### src/rtl/ct_spsram_acc_pkg.sv
// ct_spsram_acc_pkg: shared state encoding, default widths and byte-enable expansion for the SRAM access controller.
package ct_spsram_acc_pkg;
  typedef enum logic [1:0] {IDLE, INIT, RUN} state_t;
  localparam int DEF_ADDR_WIDTH = 15;
  localparam int DEF_DATA_WIDTH = 128;
  localparam int DEF_RSP_DEPTH  = 3;
  function automatic logic [DEF_DATA_WIDTH-1:0] be2wen(input logic [DEF_DATA_WIDTH/8-1:0] be);
    logic [DEF_DATA_WIDTH-1:0] wen;
    for (int i = 0; i < DEF_DATA_WIDTH; i++) wen[i] = ~be[i/8];
    return wen;
  endfunction
endpackage

### src/rtl/ct_spsram_acc_rspfifo.sv
// ct_spsram_acc_rspfifo: small synchronous FIFO holding read data until the requester accepts it.
module ct_spsram_acc_rspfifo #(
  parameter int DEPTH = 3,
  parameter int WIDTH = 128,
  localparam int PW = $clog2(DEPTH),
  localparam int CW = $clog2(DEPTH + 1)
) (
  input  logic             i_clk,
  input  logic             i_rst_n,
  input  logic             i_push,
  input  logic             i_pop,
  input  logic [WIDTH-1:0] i_wdata,
  output logic [WIDTH-1:0] o_rdata,
  output logic [CW-1:0]    o_cnt,
  output logic             o_full,
  output logic             o_empty
);
  logic [WIDTH-1:0] r_mem [DEPTH];
  logic [PW-1:0]    r_wp, r_rp;
  logic [CW-1:0]    r_cnt;
  logic [PW-1:0]    w_wp_nxt, w_rp_nxt;
  assign w_wp_nxt = (r_wp == PW'(DEPTH - 1)) ? '0 : r_wp + PW'(1);
  assign w_rp_nxt = (r_rp == PW'(DEPTH - 1)) ? '0 : r_rp + PW'(1);
  always_ff @(posedge i_clk or negedge i_rst_n) begin
    if (!i_rst_n) begin
      r_wp  <= '0;
      r_rp  <= '0;
      r_cnt <= '0;
    end else begin
      if (i_push) r_wp <= w_wp_nxt;
      if (i_pop) r_rp <= w_rp_nxt;
      r_cnt <= r_cnt + CW'(i_push) - CW'(i_pop);
    end
  end
  always_ff @(posedge i_clk) begin
    if (i_push) r_mem[r_wp] <= i_wdata;
  end
  assign o_rdata = r_mem[r_rp];
  assign o_cnt   = r_cnt;
  assign o_full  = r_cnt == CW'(DEPTH);
  assign o_empty = r_cnt == '0;
endmodule

### src/rtl/ct_spsram_acc_ctrl.sv
// ct_spsram_acc_ctrl: request/response front end for the single-port data SRAM with post-reset zero fill.
import ct_spsram_acc_pkg::*;
module ct_spsram_acc_ctrl #(
  parameter int ADDR_WIDTH = DEF_ADDR_WIDTH,
  parameter int DATA_WIDTH = DEF_DATA_WIDTH,
  parameter int RSP_DEPTH  = DEF_RSP_DEPTH,
  parameter int INIT_EN    = 1
) (
  input  logic                    forever_cpuclk,
  input  logic                    cpurst_b,
  input  logic                    req_vld,
  output logic                    req_rdy,
  input  logic                    req_wr,
  input  logic [ADDR_WIDTH-1:0]   req_addr,
  input  logic [DATA_WIDTH-1:0]   req_wdata,
  input  logic [DATA_WIDTH/8-1:0] req_be,
  output logic                    rsp_vld,
  input  logic                    rsp_rdy,
  output logic [DATA_WIDTH-1:0]   rsp_rdata,
  output logic                    init_done,
  output logic [ADDR_WIDTH-1:0]   sram_a,
  output logic                    sram_cen,
  output logic                    sram_gwen,
  output logic [DATA_WIDTH-1:0]   sram_wen,
  output logic [DATA_WIDTH-1:0]   sram_d,
  input  logic [DATA_WIDTH-1:0]   sram_q
);
  localparam int CW = $clog2(RSP_DEPTH + 1);
  state_t                    r_state, w_nxt_state;
  logic [ADDR_WIDTH-1:0]     r_cnt;
  logic                      r_rd_inflight;
  logic                      r_init_done;
  logic [CW-1:0]             w_fifo_cnt;
  logic [CW:0]               w_used;
  logic                      w_fifo_full, w_fifo_empty;
  logic                      w_acc, w_rd, w_wr, w_pop;
  logic [DEF_DATA_WIDTH/8-1:0] w_be_ext;
  logic [DEF_DATA_WIDTH-1:0]   w_wen_all;
  // read credit covers both queued data and the read still inside the SRAM
  assign w_used    = {1'b0, w_fifo_cnt} + (CW + 1)'(r_rd_inflight);
  assign req_rdy   = (r_state == RUN) & (w_used < (CW + 1)'(RSP_DEPTH));
  assign w_acc     = req_vld & req_rdy;
  assign w_rd      = w_acc & ~req_wr;
  assign w_wr      = w_acc & req_wr & (|req_be);
  assign rsp_vld   = ~w_fifo_empty;
  assign w_pop     = rsp_vld & rsp_rdy;
  assign init_done = r_init_done;
  assign w_wen_all = be2wen(w_be_ext);
  always_comb begin
    w_be_ext = '0;
    w_be_ext[DATA_WIDTH/8-1:0] = req_be;
  end
  always_comb begin
    w_nxt_state = r_state;
    sram_cen    = 1'b1;
    sram_gwen   = 1'b1;
    sram_wen    = '1;
    sram_d      = '0;
    sram_a      = '0;
    if (r_state == IDLE) w_nxt_state = (INIT_EN != 0) ? INIT : RUN;
    if (r_state == INIT) begin
      w_nxt_state = (&r_cnt) ? RUN : INIT;
      sram_cen    = 1'b0;
      sram_gwen   = 1'b0;
      sram_wen    = '0;
      sram_a      = r_cnt;
    end else if (w_rd | w_wr) begin
      sram_cen  = 1'b0;
      sram_gwen = ~w_wr;
      sram_wen  = w_wr ? w_wen_all[DATA_WIDTH-1:0] : '1;
      sram_d    = w_wr ? req_wdata : '0;
      sram_a    = req_addr;
    end
  end
  always_ff @(posedge forever_cpuclk or negedge cpurst_b) begin
    if (!cpurst_b) begin
      r_state       <= IDLE;
      r_cnt         <= '0;
      r_rd_inflight <= 1'b0;
      r_init_done   <= 1'b0;
    end else begin
      r_state       <= w_nxt_state;
      r_cnt         <= (r_state == INIT) ? r_cnt + ADDR_WIDTH'(1) : '0;
      r_rd_inflight <= w_rd;
      r_init_done   <= w_nxt_state == RUN;
    end
  end
  always_ff @(posedge forever_cpuclk) begin
    if (cpurst_b) assert (!(r_rd_inflight && w_fifo_full && !w_pop));
  end
  ct_spsram_acc_rspfifo #(.DEPTH(RSP_DEPTH), .WIDTH(DATA_WIDTH)) u_rspfifo (
    .i_clk   (forever_cpuclk),
    .i_rst_n (cpurst_b),
    .i_push  (r_rd_inflight),
    .i_pop   (w_pop),
    .i_wdata (sram_q),
    .o_rdata (rsp_rdata),
    .o_cnt   (w_fifo_cnt),
    .o_full  (w_fifo_full),
    .o_empty (w_fifo_empty)
  );
endmodule

### config.mk
export PLATFORM = sky130hd
export DESIGN_NAME = ct_spsram_acc_ctrl
export DESIGN_NICKNAME = d
export VERILOG_FILES = /design/src/rtl/ct_spsram_acc_pkg.sv /design/src/rtl/ct_spsram_acc_rspfifo.sv /design/src/rtl/ct_spsram_acc_ctrl.sv
export SDC_FILE = /design/constraint.sdc
export NUM_CORES = 1
export LEC_CHECK = 0
export CORE_AREA = 3 3 272 274
export DETAILED_ROUTE_END_ITERATION = 10
export DIE_AREA = 0 0 275 277
export PLACE_DENSITY = 0.47
export SYNTH_ARGS = -nofsm -noshare
export SYNTH_HDL_FRONTEND = slang
export SYNTH_SLANG_ARGS = --single-unit
### constraint.sdc
create_clock -name forever_cpuclk -period 20.4 [get_ports forever_cpuclk]
set_input_delay 3.06 -clock forever_cpuclk [delete_from_list [all_inputs] [get_ports forever_cpuclk]]
set_output_delay 3.06 -clock forever_cpuclk [all_outputs]
set_load 0.03 [all_outputs]
## Word level (Yosys, flattened, before mapping)

Memories as Yosys holds them, arrays and structs flattened.
Index checks and enable logic that the tools add are counted.

- Flip-flop bits (word level): 25
- Bits in writable memories: 384
- Input bits: 292
- Output and inout port bits: 404
- Word-level logic and storage cells: 70
- Memories kept: 1

Memory list:

| memory | words | bits a word | rd ports | clocked after Yosys merged registers in | write ports | line | text |
|---|---|---|---|---|---|---|---|
| u_rspfifo.r_mem | 3 | 128 | 1 | 0 | 1 | ct_spsram_acc_rspfifo.sv:18 | `logic [WIDTH-1:0] r_mem [DEPTH];` |

- Add/sub/neg operators: 6
- Magnitude comparators: 1
- Eq/ne operators: 5
- Mux-type cells: 20
- Bitwise operators: 26
- Reductions and logical operators: 4

Operator list:

| cell | count |
|---|---|
| $mux 128 | 6 |
| $mux 15 | 3 |
| $not 1->1 | 19 |
| $reduce_or 16->1 | 1 |
| $add 15x1->15 const B | 1 |
| $reduce_and 15->1 | 1 |
| $mux 2 | 5 |
| $eq 2x2->1 const B | 4 |
| $and 1x1->1 | 6 |
| $mux 1 | 6 |
| $add 2x1->2 const B | 2 |
| $logic_not 2->1 | 2 |
| $add 2x1->3 | 1 |
| $lt 3x2->1 const B | 1 |
| $add 2x1->2 | 1 |
| $eq 2x1->1 const B | 1 |
| $sub 2x1->2 | 1 |
| $or 1x1->1 | 1 |

## Longest topological paths before layout

Gate-level depths: netlist of run 1.

- Depth in word-level cells: 9
- Gate-level depth with buffers: 8
- Mapped depth without buffers: 7

## Hierarchy

Synthesis of run 1 repeated with hierarchy kept, for this count alone.

- Cell total of the unflattened synthesis: 1227
- Area, all modules: 17486.8 sq um

Modules (own cells, without submodules):

| module | times used | cells each | area an instance (sq um) |
|---|---|---|---|
| ct_spsram_acc_rspfifo | 1 | 838 | 14562.7 |
| ct_spsram_acc_ctrl | 1 | 389 | 2924.1 |

## Worst setup path before layout of run 1

Ideal clock, no wire load.

- Path type: reg-to-reg
- Start point: register r_rd_inflight
- End point: memory u_rspfifo.r_mem[1][0] (enable)
- Data arrival time: 9.757 ns
- Required time: 19.600 ns
- Slack: 9.843 ns
- Stages on the path, launching flop included: 3
- Buffers on the path: 0
- Period minus slack after synthesis: 10.557 ns
- Path through: dfrtp_1 inv_1 nor3b_1

- Longest elaborated chain between the ends: 2

RTL lines:

| item | line | text |
|---|---|---|
| from (decl) | ct_spsram_acc_ctrl.sv:31 | `logic r_rd_inflight;` |
| from (signal assigned) | ct_spsram_acc_ctrl.sv:84 | `r_rd_inflight <= w_rd;` |
| $mux 1 | ct_spsram_acc_rspfifo.sv:36 | `if (i_push) r_mem[r_wp] <= i_wdata;` |
| $mux 1 (not written as such) | ct_spsram_acc_rspfifo.sv:36 |  |
| to (decl) | ct_spsram_acc_rspfifo.sv:18 |  |

Every way passes these cells.

## Final worst setup path of run 1

- Start point: input req_be[1]
- End point: output sram_wen[76]

- Longest elaborated chain between the ends: 5

RTL lines:

| item | line | text |
|---|---|---|
| from (decl) | ct_spsram_acc_ctrl.sv:16 | `input logic [DATA_WIDTH/8-1:0] req_be,` |
| $reduce_or 16->1 (*) | ct_spsram_acc_ctrl.sv:44 | `assign w_wr = w_acc & req_wr & (\|req_be);` |
| $and 1x1->1 (*) | ct_spsram_acc_ctrl.sv:44 |  |
| $mux 128 / $or 1x1->1 (equally long branches) | ct_spsram_acc_ctrl.sv:70, ct_spsram_acc_ctrl.sv:67 |  |
| $mux 128 (*) | ct_spsram_acc_ctrl.sv:67 | `end else if (w_rd \| w_wr) begin` |
| $mux 128 (*) | ct_spsram_acc_ctrl.sv:61 | `if (r_state == INIT) begin` |
| to (decl) | ct_spsram_acc_ctrl.sv:24 | `output logic [DATA_WIDTH-1:0] sram_wen,` |

Mark *: on every way between the ends. The rest lies on a longest branch, timed or not.

==> results.yml, run 1 <==
critical_path:
  cp-start-kind: "input pin"
  criticalPathCategory: "in2out"
  crit_path_end_kind: "output port"
  rrSetupSlack_ns: 17.32
  critPathArrivalTime_ns: 6.78
  cp_max_fo: 19
  cp_data_required_time_ns: 17.34
final_layout:
  final_cell_mix: "clkdlybuf4s50_1, edfxtp_1, o21ai_0, nand2_1, mux2i_1"
  drive_above_1_share_pct: 5.71
  layout_commonest_cell: "clkdlybuf4s50_1"
  fillers: 6916
  fin_nets: 2153
  area_delta_synth_final_pct: 47.3
routing:
  vias: 12306
  drc: 0
  viasPerCell: 4.32
  antenna_left: 0
  wire_per_inst_um: 22.5
  first_iter_violations: 635
  finalWirelength_mm: 64.0
  dr.pass1.iters: 5
die:
  initial_core_util_pct: 25.0
  die_x_um: 275
  die_h_um: 277
  io-pin-count: 696
  num_rows: 98
  core_um2: 71600
  dieArea_um2: 76200
worst_hold_path:
  hold_path_class: "reg2reg"
timing:
  setup_viol: 0
  report.final.hold_viol_count: 0
  skew_ns: 0.0377
  final_max_slew_viol_count: 0
  min_period_over_period_pct: 48.2
  fin_setup_tns_ns: 0
  max_freq_mhz: 102
  max_slew.worst_pin.slew_ns: 1.30
  layout_min_cycle_time_ns: 9.84
  rsz0062_at_grt: "no"
  finalWorstSetupSlack_ns: 10.56
  timing.slew.headroom_pct: 12.7
synth:
  synthCells: 1299
  synth.yosys.warnings: 0
  syn_area_um2: 17900
  synth_edf_count: 384
  synth_area_leaders: "edfxtp_1, mux2i_1, buf_4"
  ys_ff_latch: 409
  synth_cell_types: 43
  async_reset_ff_share_pct: 6.11
  ys_seq_area_share_pct: 67.9
  syn_area_per_cell_um2: 13.8
  synth_area_leader_cell: "edfxtp_1"
  synthFlopType: "edfxtp_1"
  yosysTopAreaCellShare_pct: 64.4
  syn_nets: 1596
placement:
  post-place-ws_ns: 10.74
  dp_hpwl_mm: 45.8
  portBuffers: 695
  globalplace.congestion: 0.923
pwr:
  internal_power_w: 0.00178
  power.density_nw_per_um2: 104
  p_comb_share_pct: 36.1
  power_w: 0.00276
  clock_power_share_pct: 29.1
  swShare_pct: 35.4
  p_sw_w: 0.000977
  leakagePower_nw: 9.31
  ir_drop_mv: 0.0935
  p_seq_share_pct: 34.8
cts:
  cts_tree: "done"
  h-tree-depth: 2
  root_buffer: "clkbuf_16"
  post-cts-setup-buffer-count: 0
  clock_latency_ns: 0.59
  cts-resized-gates: 0
  clockBufferDepth: 3
  cts_hold_buf: 0
  path_clk_slew_ns: 0.06
  cts_buffers: 49
  clock_sinks: 409
outcome:
  status: "finished clean"
global_routing:
  grt_pass1_wl_mm: 88.8
  gr-usage-all-layers_pct: 16.0
  antenna_found_initial: 11
  grt_max_degree: 147
  grt_overflow: 0
  grt_pass1_vias: 12452
flow_run:
  maxCapViolCount: 0
-- cells by family after synthesis --
logic type | share of synthesized area [%]
DFF | 67.9
and+or+nand+nor | 10.3
buffers and inverters | 7.79
AOI/OAI and AO/OA | 5.80
muxes | 7.66
xor gates and xnor gates | 0.245
adders and majority gates | 0.349
-- final cells by class --
type | instances | area (µm²) | area share (%)
timing repair buffer | 709 | 7090 | 26.9
multi-input combinational | 680 | 4390 | 16.6
inverter | 7 | 26.3 | 0.0996
sequential | 409 | 12200 | 46.1
clock inverter | 27 | 235 | 0.892
tap | 950 | 1190 | 4.51
clock buffer | 59 | 1260 | 4.79
antenna | 10 | 25.0 | 0.0949
-- sequential cells by signal, indices dropped and copies added (netlist names) --
register         count
init_done            1
r_cnt               15
r_rd_inflight        1
r_state              2
u_rspfifo.o_cnt      2
u_rspfifo.r_mem    384
u_rspfifo.r_rp       2
u_rspfifo.r_wp       2
-- routing by layer --
metal | track usage, % | share of wire (%)
met5 | 0 | 0.014
met4 | 5.32 | 2.9
met3 | 5.22 | 8.3
met2 | 28.9 | 52
met1 | 17.7 | 37
-- cell usage after synthesis (all sizes together) (3+ instances only) --
| master | instances |
|---|---|
| a31oi | 16 |
| ha | 5 |
| nand3 | 21 |
| and3b | 15 |
| clkbuf | 35 |
| mux2 | 8 |
| nor2 | 14 |
| nor4 | 8 |
| dfrtp | 25 |
| nor3 | 8 |
| nand4 | 3 |
| xnor2 | 3 |
| mux2i | 128 |
| buf | 168 |
| inv | 7 |
| edfxtp | 384 |
| a41oi | 15 |
| nand2 | 137 |
| a21o | 4 |
| o21ai | 147 |
| a21oi | 4 |
| and3 | 128 |
-- critical path: stages --
cell             delay (ns)
clkdlybuf4s50_1        0.45
nor4_1                 0.41
nand4_1                0.68
a31oi_1                1.28
clkdlybuf4s50_1        0.87
-- metrics by stage --
stage          area (µm²)  instances  hold WS (ns)  utilization (%)
2_1_floorplan       17900       1299         0.482                -
3_3_place_gp        24900       2755         0.516             34.7
3_5_place_dp        24900       2755         0.516             34.7
4_1_cts             26400       2841         0.527             36.8
5_1_grt             26400       2846         0.564             36.8
6_report            26400       2851         0.534             36.8
-- power groups by stage --
| stage | combinational [W] | sequential [W] | clock, W |
|---|---|---|---|
| finish | 0.000996 | 0.000959 | 0.000801 |
| global route | 0.00107 | 0.000964 | 0.000869 |
| CTS | 0.00102 | 0.000962 | 0.000833 |
| detailed placement | 0.00102 | 0.000979 | 0 |
| global placement | 0.00102 | 0.000980 | 0 |
| floorplan | 0.000573 | 0.000942 | 0 |
-- final timing paths --
| check | start | to | cells past startpoint |
|---|---|---|---|
| min in group asynchronous | cpurst_b | r_rd_inflight | 2 |
| worst max-delay path | req_be[1] | sram_wen[76] | 5 |
| worst max register to register | r_rd_inflight | u_rspfifo.r_mem[2][83] | 4 |
| max in group asynchronous | cpurst_b | u_rspfifo.r_rp[1] | 2 |
| worst min register to register | r_cnt[14] | r_state[1] | 1 |
| worst min-delay path | r_cnt[14] | r_state[1] | 1 |
Power figures use the tool's default switching activity.
==> run 2, diff against run 1 <==
--- a/config.mk
+++ b/config.mk
@@ -5,10 +5,10 @@
 export SDC_FILE = /design/constraint.sdc
 export NUM_CORES = 1
 export LEC_CHECK = 0
-export CORE_AREA = 3 3 272 274
+export CORE_AREA = 3 3 273 275
 export DETAILED_ROUTE_END_ITERATION = 10
-export DIE_AREA = 0 0 275 277
-export PLACE_DENSITY = 0.47
+export DIE_AREA = 0 0 276 278
+export PLACE_DENSITY = 0.49
 export SYNTH_ARGS = -nofsm -noshare
 export SYNTH_HDL_FRONTEND = slang
 export SYNTH_SLANG_ARGS = --single-unit
==> constraint.sdc (replaced) <==
create_clock -name forever_cpuclk -period 8.4 [get_ports forever_cpuclk]
set_input_delay 1.26 -clock forever_cpuclk [delete_from_list [all_inputs] [get_ports forever_cpuclk]]
set_output_delay 1.26 -clock forever_cpuclk [all_outputs]
set_load 0.03 [all_outputs]
==> run 2 against run 1 <==
Combinational power is 140% higher. Final cell count is 0.11% lower. Utilization is 0.66 points lower. Register-to-register slack worse by 12 ns. First-iteration DRC count is 8.3% lower. Clock skew is 0.024 ns lower. Sequential cell count stayed put. Routed wire length is 5.6% higher. Non-clock buffer count is 4 higher. Sequential power is 140% higher. Die area is 0.73% higher. Largest cell class unchanged. Largest power group unchanged.
==> results.yml, run 2 (same netlist as run 1, synthesis figures left out) <==
critical_path:
  r2r-end: "u_rspfifo.r_mem[1][0]"
  critPathArrivalTime_ns: 4.93
  cpPeakStageDelay_ns: 1.15
  crit_chain: "clkdlybuf4s50_1 -> nor4_1 -> nand4_1 -> buf_4 -> buf_4 -> a31oi_1 -> clkdlybuf4s50_1"
  rr_worst_depth: 4
  cp_data_required_time_ns: 7.14
  crit_path_end_kind: "output port"
  critPathSlowestCell: "a31oi_1"
  crit_start: "req_be[2]"
  critical_path.endpoint: "sram_wen[93]"
  cp-start-kind: "input pin"
  cp_max_fo: 126
  rrSetupSlack_ns: 5.80
  criticalPathCategory: "in2out"
  r2r-start: "r_rd_inflight"
die:
  initial_core_util_pct: 24.7
  io-pin-count: 696
  die_x_um: 276
  dieArea_um2: 76700
  die_h_um: 278
  core_um2: 72600
  num_rows: 99
timing:
  skew_ns: 0.0140
  fin_setup_tns_ns: 0
  max_freq_mhz: 162
  final_max_slew_viol_count: 0
  finalWorstSetupSlack_ns: 2.21
  layout_min_cycle_time_ns: 6.19
  setup_viol: 0
  min_period_over_period_pct: 73.7
  timing.slew.headroom_pct: 14.3
  fin_hold_ws_ns: 0.540
  report.final.hold_viol_count: 0
  rsz0062_at_grt: "no"
  max_slew.worst_pin.slew_ns: 1.28
cts:
  clockBufferDepth: 3
  clock_latency_ns: 0.55
  path_clk_slew_ns: 0.06
  cts_hold_buf: 0
  cts-resized-gates: 0
  clock_sinks: 409
  cts_tree: "done"
  root_buffer: "clkbuf_16"
  cts_buffers: 43
  post-cts-setup-buffer-count: 0
  h-tree-depth: 2
outcome:
  status: "finished clean"
placement:
  portBuffers: 695
  post-place-ws_ns: 2.26
  globalplace.congestion: 0.951
  dp_hpwl_mm: 50.2
final_layout:
  largest_reg_flops: 384
  layout_commonest_cell: "clkdlybuf4s50_1"
  top_regs: "u_rspfifo.r_mem x384, r_cnt x15"
  top_register: "u_rspfifo.r_mem"
  final_util_pct: 36.2
  fin_nets: 2151
  drive_above_1_share_pct: 5.47
  final_cell_mix: "clkdlybuf4s50_1, edfxtp_1, o21ai_0, nand2_1, mux2i_1"
  area_delta_synth_final_pct: 46.6
pwr:
  leakagePower_nw: 9.27
  power_w: 0.00655
  ir_drop_mv: 0.219
  power.density_nw_per_um2: 250
routing:
  first_iter_violations: 582
  finalWirelength_mm: 67.6
  vias: 12441
  wire_per_inst_um: 23.7
  drc: 0
  dr.pass1.iters: 6
  viasPerCell: 4.37
  antenna_left: 0
global_routing:
  grt_pass1_vias: 12496
  antenna_found_initial: 23
  grt_max_degree: 127
  gr-usage-all-layers_pct: 16.9
  grt_pass1_wl_mm: 94.5
  grt_overflow: 0
flow_run:
  maxCapViolCount: 0
worst_hold_path:
  hold_path_class: "reg2reg"
run 2: layout make-up:
cell class,count,area (µm²)
repair buffers,713,7100
clock inverters,25,255
fillers,6993,46300
multi-input cells,680,4400
flip-flops and latches,409,12200
inverters,7,26.3
well taps,959,1200
diodes,7,17.5
clock buffers,48,1090
run 2: where the power goes:
group / switching [W] / leakage, nW / internal [W] / total, W
logic: 0.00144 / 4.84 / 0.000954 / 0.00239
clock network: 0.000760 / 0.650 / 0.00106 / 0.00182
registers: 0.0000997 / 3.77 / 0.00224 / 0.00234
total: 0.00230 / 9.27 / 0.00425 / 0.00655
run 2: per-stage QoR:
stage	std cells	area (µm²)
3_5_place_dp	2768	24900
6_report	2848	26300
3_3_place_gp	2768	24900
2_1_floorplan	1299	17900
5_1_grt	2845	26300
4_1_cts	2841	26200
run 2: worst min path at each step:
stage | startpoint | to | slack (ns) | cells past startpoint
3_3_place_gp | r_cnt[14] | r_state[1] | 0.51 | 1
4_1_cts | r_cnt[14] | r_state[1] | 0.54 | 1
2_1_floorplan | r_cnt[0] | r_cnt[0] | 0.48 | 1
6_report | r_cnt[14] | r_state[1] | 0.54 | 1
5_1_grt | r_cnt[14] | r_state[1] | 0.57 | 1
3_5_place_dp | r_cnt[14] | r_state[1] | 0.52 | 1
run 2: layer usage:
layer	up-vias	part of all wire [%]	global-route usage (%)
met5	-	0.16	0
met4	14	2.7	4.89
met3	111	9.1	6.85
met2	476	53	31.5
met1	6004	35	17.2
li1	5836	-	-
run 2: critical path, delay by kind of cell:
kind / cells / cell delay [ns]
and+or+nand+nor: 2 / 0.55
buffers and inverters: 4 / 1.93
AOI/OAI and AO/OA: 1 / 1.15
